**src/rtl/mpu_load_ctrl_if.sv**
```systemverilog
// -----------------------------------------------------------------------------
// mpu_load_ctrl_if
// Bundles the load-side handshake (en/valid/ack, sizes, element data) and the
// register-file write port of the MPU load controller.
//   master : load source side (drives request, sizes and element stream,
//            observes ack/error and the write port)
//   slave  : the load controller itself
// -----------------------------------------------------------------------------
interface mpu_load_ctrl_if #(
  parameter int FP              = 32,
  parameter int M               = 4,
  parameter int N               = 4,
  parameter int MATRIX_REG_SIZE = 2
);
  localparam int MBITS = $clog2(M);
  localparam int NBITS = $clog2(N);

  // load request side
  logic                       en;
  logic [MATRIX_REG_SIZE-1:0] load_addr;
  logic [MBITS:0]             matrix_m_size;
  logic [NBITS:0]             matrix_n_size;
  logic [FP-1:0]              element;
  logic                       valid;
  logic                       ack;
  logic                       error;

  // register-file write side
  logic                       reg_write;
  logic [MATRIX_REG_SIZE-1:0] reg_load_addr;
  logic [FP-1:0]              element_out;
  logic [MBITS:0]             m;
  logic [NBITS:0]             n;
  logic [MBITS:0]             m_size;
  logic [NBITS:0]             n_size;
  logic                       load_complete;

  modport master (
    output en, load_addr, matrix_m_size, matrix_n_size, element, valid,
    input  ack, error, reg_write, reg_load_addr, element_out, m, n,
           m_size, n_size, load_complete
  );

  modport slave (
    input  en, load_addr, matrix_m_size, matrix_n_size, element, valid,
    output ack, error, reg_write, reg_load_addr, element_out, m, n,
           m_size, n_size, load_complete
  );
endinterface

```
**src/rtl/mpu_load_ctrl.sv**
```systemverilog
// -----------------------------------------------------------------------------
// mpu_load_ctrl
// Load-side front end of the MPU. Latches the destination register and matrix
// dimensions, validates the dimensions, then accepts one element per cycle
// (valid & ack) and issues a registered row-major write to the matrix register
// file. Dropping en during CHECK or LOAD aborts the load into ERR.
// Ports:
//   clk  : single clock, all state on the rising edge
//   rst  : asynchronous active-low reset, clears state and every output
//   bus  : mpu_load_ctrl_if.slave (request/element stream in, write port out)
// All outputs are driven straight from registers.
// -----------------------------------------------------------------------------
module mpu_load_ctrl #(
  parameter int FP              = 32,
  parameter int M               = 4,
  parameter int N               = 4,
  parameter int MATRIX_REG_SIZE = 2
) (
  input  logic           clk,
  input  logic           rst,
  mpu_load_ctrl_if.slave bus
);
  localparam int MBITS = $clog2(M);
  localparam int NBITS = $clog2(N);

  localparam logic [MBITS:0] M_MAX  = (MBITS+1)'(M);
  localparam logic [NBITS:0] N_MAX  = (NBITS+1)'(N);
  localparam logic [MBITS:0] M_ONE  = (MBITS+1)'(1);
  localparam logic [NBITS:0] N_ONE  = (NBITS+1)'(1);
  localparam logic [MBITS:0] M_ZERO = (MBITS+1)'(0);
  localparam logic [NBITS:0] N_ZERO = (NBITS+1)'(0);

  typedef enum logic [2:0] {
    S_IDLE  = 3'd0,
    S_CHECK = 3'd1,
    S_LOAD  = 3'd2,
    S_DONE  = 3'd3,
    S_ERR   = 3'd4
  } state_t;

  state_t                     state_q, state_d;
  logic [MBITS:0]             r_q, r_d;
  logic [NBITS:0]             c_q, c_d;
  logic [MATRIX_REG_SIZE-1:0] addr_q, addr_d;
  logic [MBITS:0]             m_size_q, m_size_d;
  logic [NBITS:0]             n_size_q, n_size_d;
  logic                       ack_q, ack_d;
  logic                       error_q, error_d;
  logic                       reg_write_q, reg_write_d;
  logic                       load_complete_q, load_complete_d;
  logic [MATRIX_REG_SIZE-1:0] reg_load_addr_q, reg_load_addr_d;
  logic [FP-1:0]              element_q, element_d;
  logic [MBITS:0]             m_q, m_d;
  logic [NBITS:0]             n_q, n_d;

  logic size_ok_s;
  logic last_s;

  // Dimension check and final-element detect on the latched sizes.
  always_comb begin
    size_ok_s = (m_size_q != M_ZERO) && (m_size_q <= M_MAX) &&
                (n_size_q != N_ZERO) && (n_size_q <= N_MAX);
    last_s    = (r_q == (m_size_q - M_ONE)) && (c_q == (n_size_q - N_ONE));
  end

  // Next-state and next-output logic; strobes default low every cycle.
  always_comb begin
    state_d         = state_q;
    r_d             = r_q;
    c_d             = c_q;
    addr_d          = addr_q;
    m_size_d        = m_size_q;
    n_size_d        = n_size_q;
    ack_d           = 1'b0;
    error_d         = 1'b0;
    reg_write_d     = 1'b0;
    load_complete_d = 1'b0;
    reg_load_addr_d = reg_load_addr_q;
    element_d       = element_q;
    m_d             = m_q;
    n_d             = n_q;

    case (state_q)
      S_IDLE: begin
        if (bus.en) begin
          addr_d   = bus.load_addr;
          m_size_d = bus.matrix_m_size;
          n_size_d = bus.matrix_n_size;
          r_d      = M_ZERO;
          c_d      = N_ZERO;
          state_d  = S_CHECK;
        end else begin
          state_d  = S_IDLE;
        end
      end

      S_CHECK: begin
        if (!bus.en || !size_ok_s) begin
          error_d = 1'b1;
          state_d = S_ERR;
        end else begin
          ack_d   = 1'b1;
          state_d = S_LOAD;
        end
      end

      S_LOAD: begin
        if (!bus.en) begin
          // abort: ack drops with no further writes
          error_d = 1'b1;
          state_d = S_ERR;
        end else if (bus.valid && ack_q) begin
          reg_write_d     = 1'b1;
          element_d       = bus.element;
          m_d             = r_q;
          n_d             = c_q;
          reg_load_addr_d = addr_q;
          if (last_s) begin
            ack_d   = 1'b0;
            state_d = S_DONE;
          end else if (c_q == (n_size_q - N_ONE)) begin
            ack_d   = 1'b1;
            c_d     = N_ZERO;
            r_d     = r_q + M_ONE;
          end else begin
            ack_d   = 1'b1;
            c_d     = c_q + N_ONE;
          end
        end else begin
          ack_d = 1'b1;
        end
      end

      S_DONE: begin
        // reg_write_q is high only in the first DONE cycle (final write),
        // so load_complete lands in the cycle right after it.
        load_complete_d = reg_write_q;
        if (!bus.en) begin
          state_d = S_IDLE;
        end else begin
          state_d = S_DONE;
        end
      end

      S_ERR: begin
        if (!bus.en) begin
          state_d = S_IDLE;
        end else begin
          error_d = 1'b1;
          state_d = S_ERR;
        end
      end

      default: begin
        state_d = S_IDLE;
      end
    endcase
  end

  // State and output registers with asynchronous active-low clear.
  always_ff @(posedge clk or negedge rst) begin
    if (!rst) begin
      state_q         <= S_IDLE;
      r_q             <= M_ZERO;
      c_q             <= N_ZERO;
      addr_q          <= {MATRIX_REG_SIZE{1'b0}};
      m_size_q        <= M_ZERO;
      n_size_q        <= N_ZERO;
      ack_q           <= 1'b0;
      error_q         <= 1'b0;
      reg_write_q     <= 1'b0;
      load_complete_q <= 1'b0;
      reg_load_addr_q <= {MATRIX_REG_SIZE{1'b0}};
      element_q       <= {FP{1'b0}};
      m_q             <= M_ZERO;
      n_q             <= N_ZERO;
    end else begin
      state_q         <= state_d;
      r_q             <= r_d;
      c_q             <= c_d;
      addr_q          <= addr_d;
      m_size_q        <= m_size_d;
      n_size_q        <= n_size_d;
      ack_q           <= ack_d;
      error_q         <= error_d;
      reg_write_q     <= reg_write_d;
      load_complete_q <= load_complete_d;
      reg_load_addr_q <= reg_load_addr_d;
      element_q       <= element_d;
      m_q             <= m_d;
      n_q             <= n_d;
    end
  end

  assign bus.ack           = ack_q;
  assign bus.error         = error_q;
  assign bus.reg_write     = reg_write_q;
  assign bus.reg_load_addr = reg_load_addr_q;
  assign bus.element_out   = element_q;
  assign bus.m             = m_q;
  assign bus.n             = n_q;
  assign bus.m_size        = m_size_q;
  assign bus.n_size        = n_size_q;
  assign bus.load_complete = load_complete_q;

endmodule
```
**src/flat_wrapper.sv**
```systemverilog
// flat-port wrapper written by rule: the top's interface ports become plain ports
module mpu_load_ctrl_flat 
#(
  parameter int FP              = 32,
  parameter int M               = 4,
  parameter int N               = 4,
  parameter int MATRIX_REG_SIZE = 2
)
  (clk, rst, bus_en, bus_load_addr, bus_matrix_m_size, bus_matrix_n_size, bus_element, bus_valid, bus_ack, bus_error, bus_reg_write, bus_reg_load_addr, bus_element_out, bus_m, bus_n, bus_m_size, bus_n_size, bus_load_complete);
  mpu_load_ctrl_if #(.FP(FP), .M(M), .N(N), .MATRIX_REG_SIZE(MATRIX_REG_SIZE)) bus_i ();
  input  logic clk;
  input  logic rst;
  input wire logic [$bits(bus_i.en)-1:0] bus_en;
  input wire logic [$bits(bus_i.load_addr)-1:0] bus_load_addr;
  input wire logic [$bits(bus_i.matrix_m_size)-1:0] bus_matrix_m_size;
  input wire logic [$bits(bus_i.matrix_n_size)-1:0] bus_matrix_n_size;
  input wire logic [$bits(bus_i.element)-1:0] bus_element;
  input wire logic [$bits(bus_i.valid)-1:0] bus_valid;
  output wire logic [$bits(bus_i.ack)-1:0] bus_ack;
  output wire logic [$bits(bus_i.error)-1:0] bus_error;
  output wire logic [$bits(bus_i.reg_write)-1:0] bus_reg_write;
  output wire logic [$bits(bus_i.reg_load_addr)-1:0] bus_reg_load_addr;
  output wire logic [$bits(bus_i.element_out)-1:0] bus_element_out;
  output wire logic [$bits(bus_i.m)-1:0] bus_m;
  output wire logic [$bits(bus_i.n)-1:0] bus_n;
  output wire logic [$bits(bus_i.m_size)-1:0] bus_m_size;
  output wire logic [$bits(bus_i.n_size)-1:0] bus_n_size;
  output wire logic [$bits(bus_i.load_complete)-1:0] bus_load_complete;
  assign bus_i.en = bus_en;
  assign bus_i.load_addr = bus_load_addr;
  assign bus_i.matrix_m_size = bus_matrix_m_size;
  assign bus_i.matrix_n_size = bus_matrix_n_size;
  assign bus_i.element = bus_element;
  assign bus_i.valid = bus_valid;
  assign bus_ack = bus_i.ack;
  assign bus_error = bus_i.error;
  assign bus_reg_write = bus_i.reg_write;
  assign bus_reg_load_addr = bus_i.reg_load_addr;
  assign bus_element_out = bus_i.element_out;
  assign bus_m = bus_i.m;
  assign bus_n = bus_i.n;
  assign bus_m_size = bus_i.m_size;
  assign bus_n_size = bus_i.n_size;
  assign bus_load_complete = bus_i.load_complete;
  mpu_load_ctrl #(.FP(FP), .M(M), .N(N), .MATRIX_REG_SIZE(MATRIX_REG_SIZE)) u_core (.clk(clk), .rst(rst), .bus(bus_i));
endmodule
```
**config.mk**
```make
export PLATFORM = sky130hd
export DESIGN_NAME = mpu_load_ctrl_flat
export DESIGN_NICKNAME = d
export VERILOG_FILES = /design/src/rtl/mpu_load_ctrl_if.sv /design/src/rtl/mpu_load_ctrl.sv /design/src/flat_wrapper.sv
export SDC_FILE = /design/constraint.sdc
export NUM_CORES = 1
export LEC_CHECK = 0
export BUFFER_PORTS_ARGS = -buffer_cell sky130_fd_sc_hd__buf_2
export CORE_MARGIN = 3
export CORE_UTILIZATION = 32
export CTS_BUF_LIST = sky130_fd_sc_hd__clkbuf_8
export CTS_CLUSTER_DIAMETER = 40
export CTS_CLUSTER_SIZE = 12
export DETAILED_ROUTE_END_ITERATION = 8
export PLACE_DENSITY = 0.65
export RECOVER_POWER = 25
export SLEW_MARGIN = 5
export SYNTH_ARGS = -nofsm -noshare
export SYNTH_HDL_FRONTEND = slang
export SYNTH_SLANG_ARGS = --single-unit
```
**constraint.sdc**
```tcl
create_clock -name clk -period 3.17 [get_ports clk]
set_input_delay 0.634 -clock clk [delete_from_list [all_inputs] [get_ports clk]]
set_output_delay 0.634 -clock clk [all_outputs]
set_load 0.03 [all_outputs]
```
==> impl_metrics.tcl, run 1 <==
set metrics [dict create \
    min_from "u_core.bus.element_out[17]" \
    synth-simple-area-share_pct 6.88 \
    synth-edff-count 0 \
    clock-sinks 61 \
    crit_fanout 46 \
    cp.required_ps 3370 \
    grt-ovfl-total 0 \
    grt_max_degree 62 \
    rsz0062_at_grt "no" \
    dp_slack_ps 987 \
    critPathMaxStageDelay_ps 480 \
    crit_family "simple AND/OR/NAND/NOR gates" \
    yosysMostFrequentCell "dfrtp_1" \
    drt-initial-drc-count 74 \
    cts_resized 0 \
    holdBufCountCts 0 \
    synth_cell_types 34 \
    synth_top_cell_area_share_pct 57.8 \
    syn_nets 241 \
    path_buf_inv 1 \
    maxCapViolations 1 \
    root_buffer "clkbuf_8" \
    place_inst 381 \
    finalCriticalPeriod_ps 1980 \
    area_growth_pct 27.8 \
    worst_pin_slew_ps 1490 \
    cp-start-kind "flip-flop" \
    holdCritPathClass "reg -> reg" \
    coreArea_um2 7850 \
    firstDrtPassIters 6 \
    p_leak_nw 1.86 \
    die_h_um 96.8 \
    synth.area.top_cells "dfrtp_1 58%, mux2_2 19%, ha_1 2.8%" \
    cts_tree "yes" \
    skew_ps 6.97 \
    synth_fa_ha_area_share_pct 2.84 \
    crit_chain "nand2b_1, nor3_4, buf_4, mux2_2" \
    vdd_ir_drop_max_uv 253 \
    drc_errors 0 \
    async_flop_share_pct 100 \
    die_area_um2 9370 \
    drive_above_1_share_pct 54.2 \
    critPathSlowestCell "buf_4" \
    gp_congestion 0.810 \
    hpwlAfterDp_um 3740 \
    worstSetupStartpoint "u_core.state_q[2]" \
    clock_path_buffers 2 \
    avgRoutedWirePerCell_um 13.3 \
    start_util_pct 33.6 \
    port_buffers 93 \
    grt_pass1_wl_um 9340 \
    ys_ff_latch 61 \
    relSlewSlack_pct 0.525 \
    power.density_nw_per_um2 702 \
    fin_tns_setup_ps 0 \
    synth_mux_area_share_pct 19.3 \
    finalWirelength_um 5290 \
    synthXorXnorAreaFrac_pct 3.70 \
    worstReg2RegStart "u_core.state_q[2]" \
    die_width_um 96.8 \
    clk_latency_ps 320 \
    path_class "reg -> reg" \
    vias_per_cell 4.67 \
    setup_ws_ps 1190 \
    status "finished with violations" \
    diodes 0 \
    ys_top_cells_by_count "61 x dfrtp_1, 44 x mux2_2, 10 x nand2_1, 8 x inv_1, 7 x o21ai_0" \
    clock.fmax_ghz 0.504 \
    h-tree-depth 3 \
    clk_pin_slew_ps 60 \
    antenna_found_initial 0 \
    finalCritPeriodShare_pct 62.6 \
    synth_compound_area_share_pct 5.55 \
    io_pins 94 \
    first_global_vias 1995 \
    ant_nets 0 \
    synth_seq_area_share_pct 57.8 \
    yosys_warnings 0 \
    syn_inst 191 \
    grtUsageTotal_pct 12.2 \
    numCtsBuffers 9 \
    worst_setup_path_end_kind "flip-flop" \
    final_nets 340 \
    synth_area_um2 2640 \
    synth_area_leader_cell "dfrtp_1" \
    hold_viol 0 \
    ys.flop_type "dfrtp_1" \
    violations "capacitance limit" \
    synth_top_family_by_area "multiplexers" \
    crit_arrival_ps 2190 \
    fin_total_pwr_w 0.00237 \
    setup_viol 0 \
    post-cts-setup-buffer-count 0 \
    instances_no_fill 397 \
    avgSynthCellArea_um2 13.8 \
    rows 32 \
    drv_slew 0 \
    num_vias 1855 \
]
[power breakdown]
part           leakage, nW  internal (W)  switching [W]
clock                0.107      0.000376       0.000296
sequential           0.830      0.000886      0.0000896
combinational        0.928      0.000293       0.000427
[cells by family (layout without fill, tap and decap cells)]
| kind of cell | count (synthesis) | in the layout |
|---|---|---|
| AOI/OAI and AO/OA | 22 | 22 |
| xor gates and xnor gates | 8 | 8 |
| adders and majority gates | 6 | 6 |
| buffers and inverters | 16 | 120 |
| DFF | 61 | 61 |
| muxes | 45 | 45 |
| and+or+nand+nor | 33 | 33 |
[state kept, by name, indices dropped and copies added, names as in the netlist, 3 cells and up]
signal and cells:
u_core.bus.element_out 32, u_core.bus.m 3, u_core.bus.m_size 3, u_core.bus.n 3
u_core.bus.n_size 3, u_core.c_q 3, u_core.r_q 3, u_core.state_q 3
[final timing paths]
path	endpoint	slack, ps	cells past startpoint
min in group asynchronous	u_core.bus.n_size[2]	760	2
worst min register to register	u_core.bus.element_out[17]	500	1
worst max-delay path	u_core.bus.element_out[26]	1190	4
max in group asynchronous	u_core.bus.element_out[16]	1520	2
worst min-delay path	u_core.bus.element_out[17]	500	1
worst max register to register	u_core.bus.element_out[26]	1190	4
[through the flow]
stage | cell area [µm²] | hold WS (ps) | util (%)
after floorplan | 2640 | 338 | -
after global placement | 3180 | 484 | 40.6
after detailed placement | 3180 | 490 | 40.6
after CTS | 3370 | 495 | 43.0
after global routing | 3370 | 512 | 43.0
final | 3370 | 500 | 43.0
[worst reg2reg max path: stages (launching register included)]
cell and delay [ps]:
dfrtp_1 450, nand2b_1 300, nor3_4 200, buf_4 480, mux2_2 440
[metal layers]
metal / track usage, % / wire length (µm) / vias to the layer above
li1: - / - / 878
met1: 14.6 / 2270 / 904
met2: 19.8 / 2570 / 65
met3: 4.69 / 389 / 8
met4: 4.75 / 59 / 0
met5: 0 / 0 / -
[placed cells by master (no fill, tap or decap), types with 3 or more instances in the layout]
master and n:
mux2_2 44, a31oi_1 3, ha_1 6, nand4_1 3, xor2_1 4, inv_1 9, clkinv_2 4, dfrtp_1 61
nand3_1 5, nor2_1 4, buf_2 93, a21oi_1 3, o21ai_0 7, nand2_1 10, clkbuf_8 10
[final cells by class]
class,count,area (µm²)
inverters,8,30.0
multi-input cells,114,1010
well taps,102,128
clock buffers,10,138
repair buffers,96,485
flip-flops and latches,61,1530
clock inverters,6,53.8
fillers,775,4480
(Power assumes the default switching activity.)
==> run 2, diff against run 1 <==
Settings changed: PLACE_DENSITY 0.65 to 0.68.
Clock period 3.17 ns to 1.6 ns, I/O delays scaled along.
==> impl_metrics.tcl, run 2 (synthesis results as in run 1) <==
set metrics [dict create \
    status "finished with violations" \
    violations "setup timing" \
    num_vias 1933 \
    worst_pin_slew_ps 824 \
    swShare_pct 35.5 \
    diodes 0 \
    critPathSlowestCell "xnor3_1" \
    worstReg2RegStart "u_core.c_q[2]" \
    clock.fmax_ghz 0.616 \
    clock_path_buffers 2 \
    hold_viol 0 \
    firstDrtPassIters 4 \
    p_leak_nw 1.99 \
    vias_per_cell 4.61 \
    antenna_found_initial 0 \
    final_nets 362 \
    start_util_pct 33.6 \
    numCtsBuffers 9 \
    coreArea_um2 7850 \
    die_area_um2 9370 \
    setup_ws_ps -23.5 \
    relSlewSlack_pct 45.1 \
    gp_congestion 0.762 \
    largest_register_ff_count 32 \
    final_cell_mix "93 x buf_2, 56 x dfrtp_1, 42 x mux2_2" \
    cp.required_ps 1800 \
    final_common_cell "buf_2" \
    finalCriticalPeriod_ps 1620 \
    p_seq_share_pct 37.1 \
    die_h_um 96.8 \
    clk_pin_slew_ps 70 \
    h-tree-depth 3 \
    hpwlAfterDp_um 4090 \
    io_pins 94 \
    grt_pass1_wl_um 9910 \
    skew_ps 10.5 \
    grt_max_degree 62 \
    path_class "reg -> reg" \
    power.density_nw_per_um2 1380 \
    setup_viol 2 \
    holdCritPathClass "in -> reg" \
    vdd_ir_drop_max_uv 529 \
    drv_slew 0 \
    cts_tree "yes" \
    drive_above_1_share_pct 65.0 \
    grt-ovfl-total 0 \
    ant_nets 0 \
    crit_fanout 5 \
    grtUsageTotal_pct 13.0 \
    clkPwrFrac_pct 23.7 \
    drc_errors 0 \
    rsz0062_at_grt "yes" \
    worstSetupStartpoint "u_core.c_q[2]" \
    avgRoutedWirePerCell_um 14.6 \
    crit_chain "xnor3_1, buf_4, nand3_2, o311ai_2, nand3_1" \
    finalWirelength_um 6100 \
    die_width_um 96.8 \
    rows 32 \
    clock-sinks 61 \
    area_growth_pct 41.2 \
    cp-start-kind "flip-flop" \
    drt-initial-drc-count 85 \
    maxCapViolations 0 \
    min_from "bus_matrix_m_size[0]" \
    p_switching_w 0.00183 \
    fin_util_pct 47.5 \
    clk_latency_ps 330 \
    worst_setup_path_end_kind "flip-flop" \
    p_comb_share_pct 39.3 \
    first_global_vias 2127 \
    fin_total_pwr_w 0.00515 \
    crit_arrival_ps 1820 \
    p_int_w 0.00332 \
    root_buffer "clkbuf_8" \
    finalCritPeriodShare_pct 101 \
    critPathMaxStageDelay_ps 410 \
    port_buffers 93 \
]
run 2: repair_timing:
item,4_1_cts,5_1_grt
setup endpoints to repair,5,21
pin swaps,1,6
hold buffers,1,0
gates resized for setup,2,13
setup buffers,0,3
cloned,0,2
hold endpoints to repair,20,0
run 2: stage by stage:
stage / area, µm² / TNS [ps] / worst slack, ps / std cells / hold WS, ps
6_report: 3730 / -30.0 / -23.5 / 419 / 205
5_1_grt: 3730 / -570 / -115 / 419 / 207
4_1_cts: 3570 / -30.2 / -14.8 / 414 / 184
3_5_place_dp: 3380 / -9.78 / -7.06 / 397 / 363
3_3_place_gp: 3380 / 0 / 14.9 / 397 / 356
2_1_floorplan: 2700 / -5050 / -143 / 191 / 24.4
run 2: area by class of cell:
cell class,instances,area (µm²)
Fill cell,732,4120
Sequential cell,61,1530
Multi-Input combinational cell,114,1140
Timing Repair Buffer,118,719
Clock buffer,11,151
Tap cell,102,128
Inverter,8,30.0
Clock inverter,5,26.3
run 2: path summary, 6_finish.rpt:
check                                              end  slack (ps)  depth (start not counted)
min                               u_core.bus.m_size[0]         200                          3
min in group asynchronous               u_core.bus.ack         740                          3
min reg2reg                u_core.bus.reg_load_addr[1]         500                          1
max                                      u_core.r_q[2]         -20                          5
max reg2reg                              u_core.r_q[2]         -20                          5
max in group asynchronous         u_core.bus.n_size[1]         280                          3
run 2: layer usage:
metal | track usage (%) | part of all wire [%] | vias to the layer above
li1 | - | - | 916
met1 | 15.1 | 42 | 954
met2 | 21.8 | 51 | 55
met3 | 4.11 | 6.1 | 8
met4 | 5.83 | 1.3 | 0
met5 | 0 | 0 | -
run 2: critical path: cells and delay by family (launching register included):
family	cells	cell delay (ps)
AO/OA/AOI/OAI	1	300
buffers and inverters	1	130
flip-flops	1	390
AND/OR/NAND/NOR	2	250
XOR/XNOR	1	410
run 2: power by group through the flow:
| stage | Clock (W) | Sequential [W] | Combinational [W] |
|---|---|---|---|
| 6_report | 0.00122 | 0.00191 | 0.00202 |
| 5_1_grt | 0.00134 | 0.00195 | 0.00218 |
| 4_1_cts | 0.00127 | 0.00190 | 0.00181 |
| 3_5_place_dp | 0 | 0.00193 | 0.00178 |
| 3_3_place_gp | 0 | 0.00192 | 0.00174 |
| 2_1_floorplan | 0 | 0.00226 | 0.000877 |
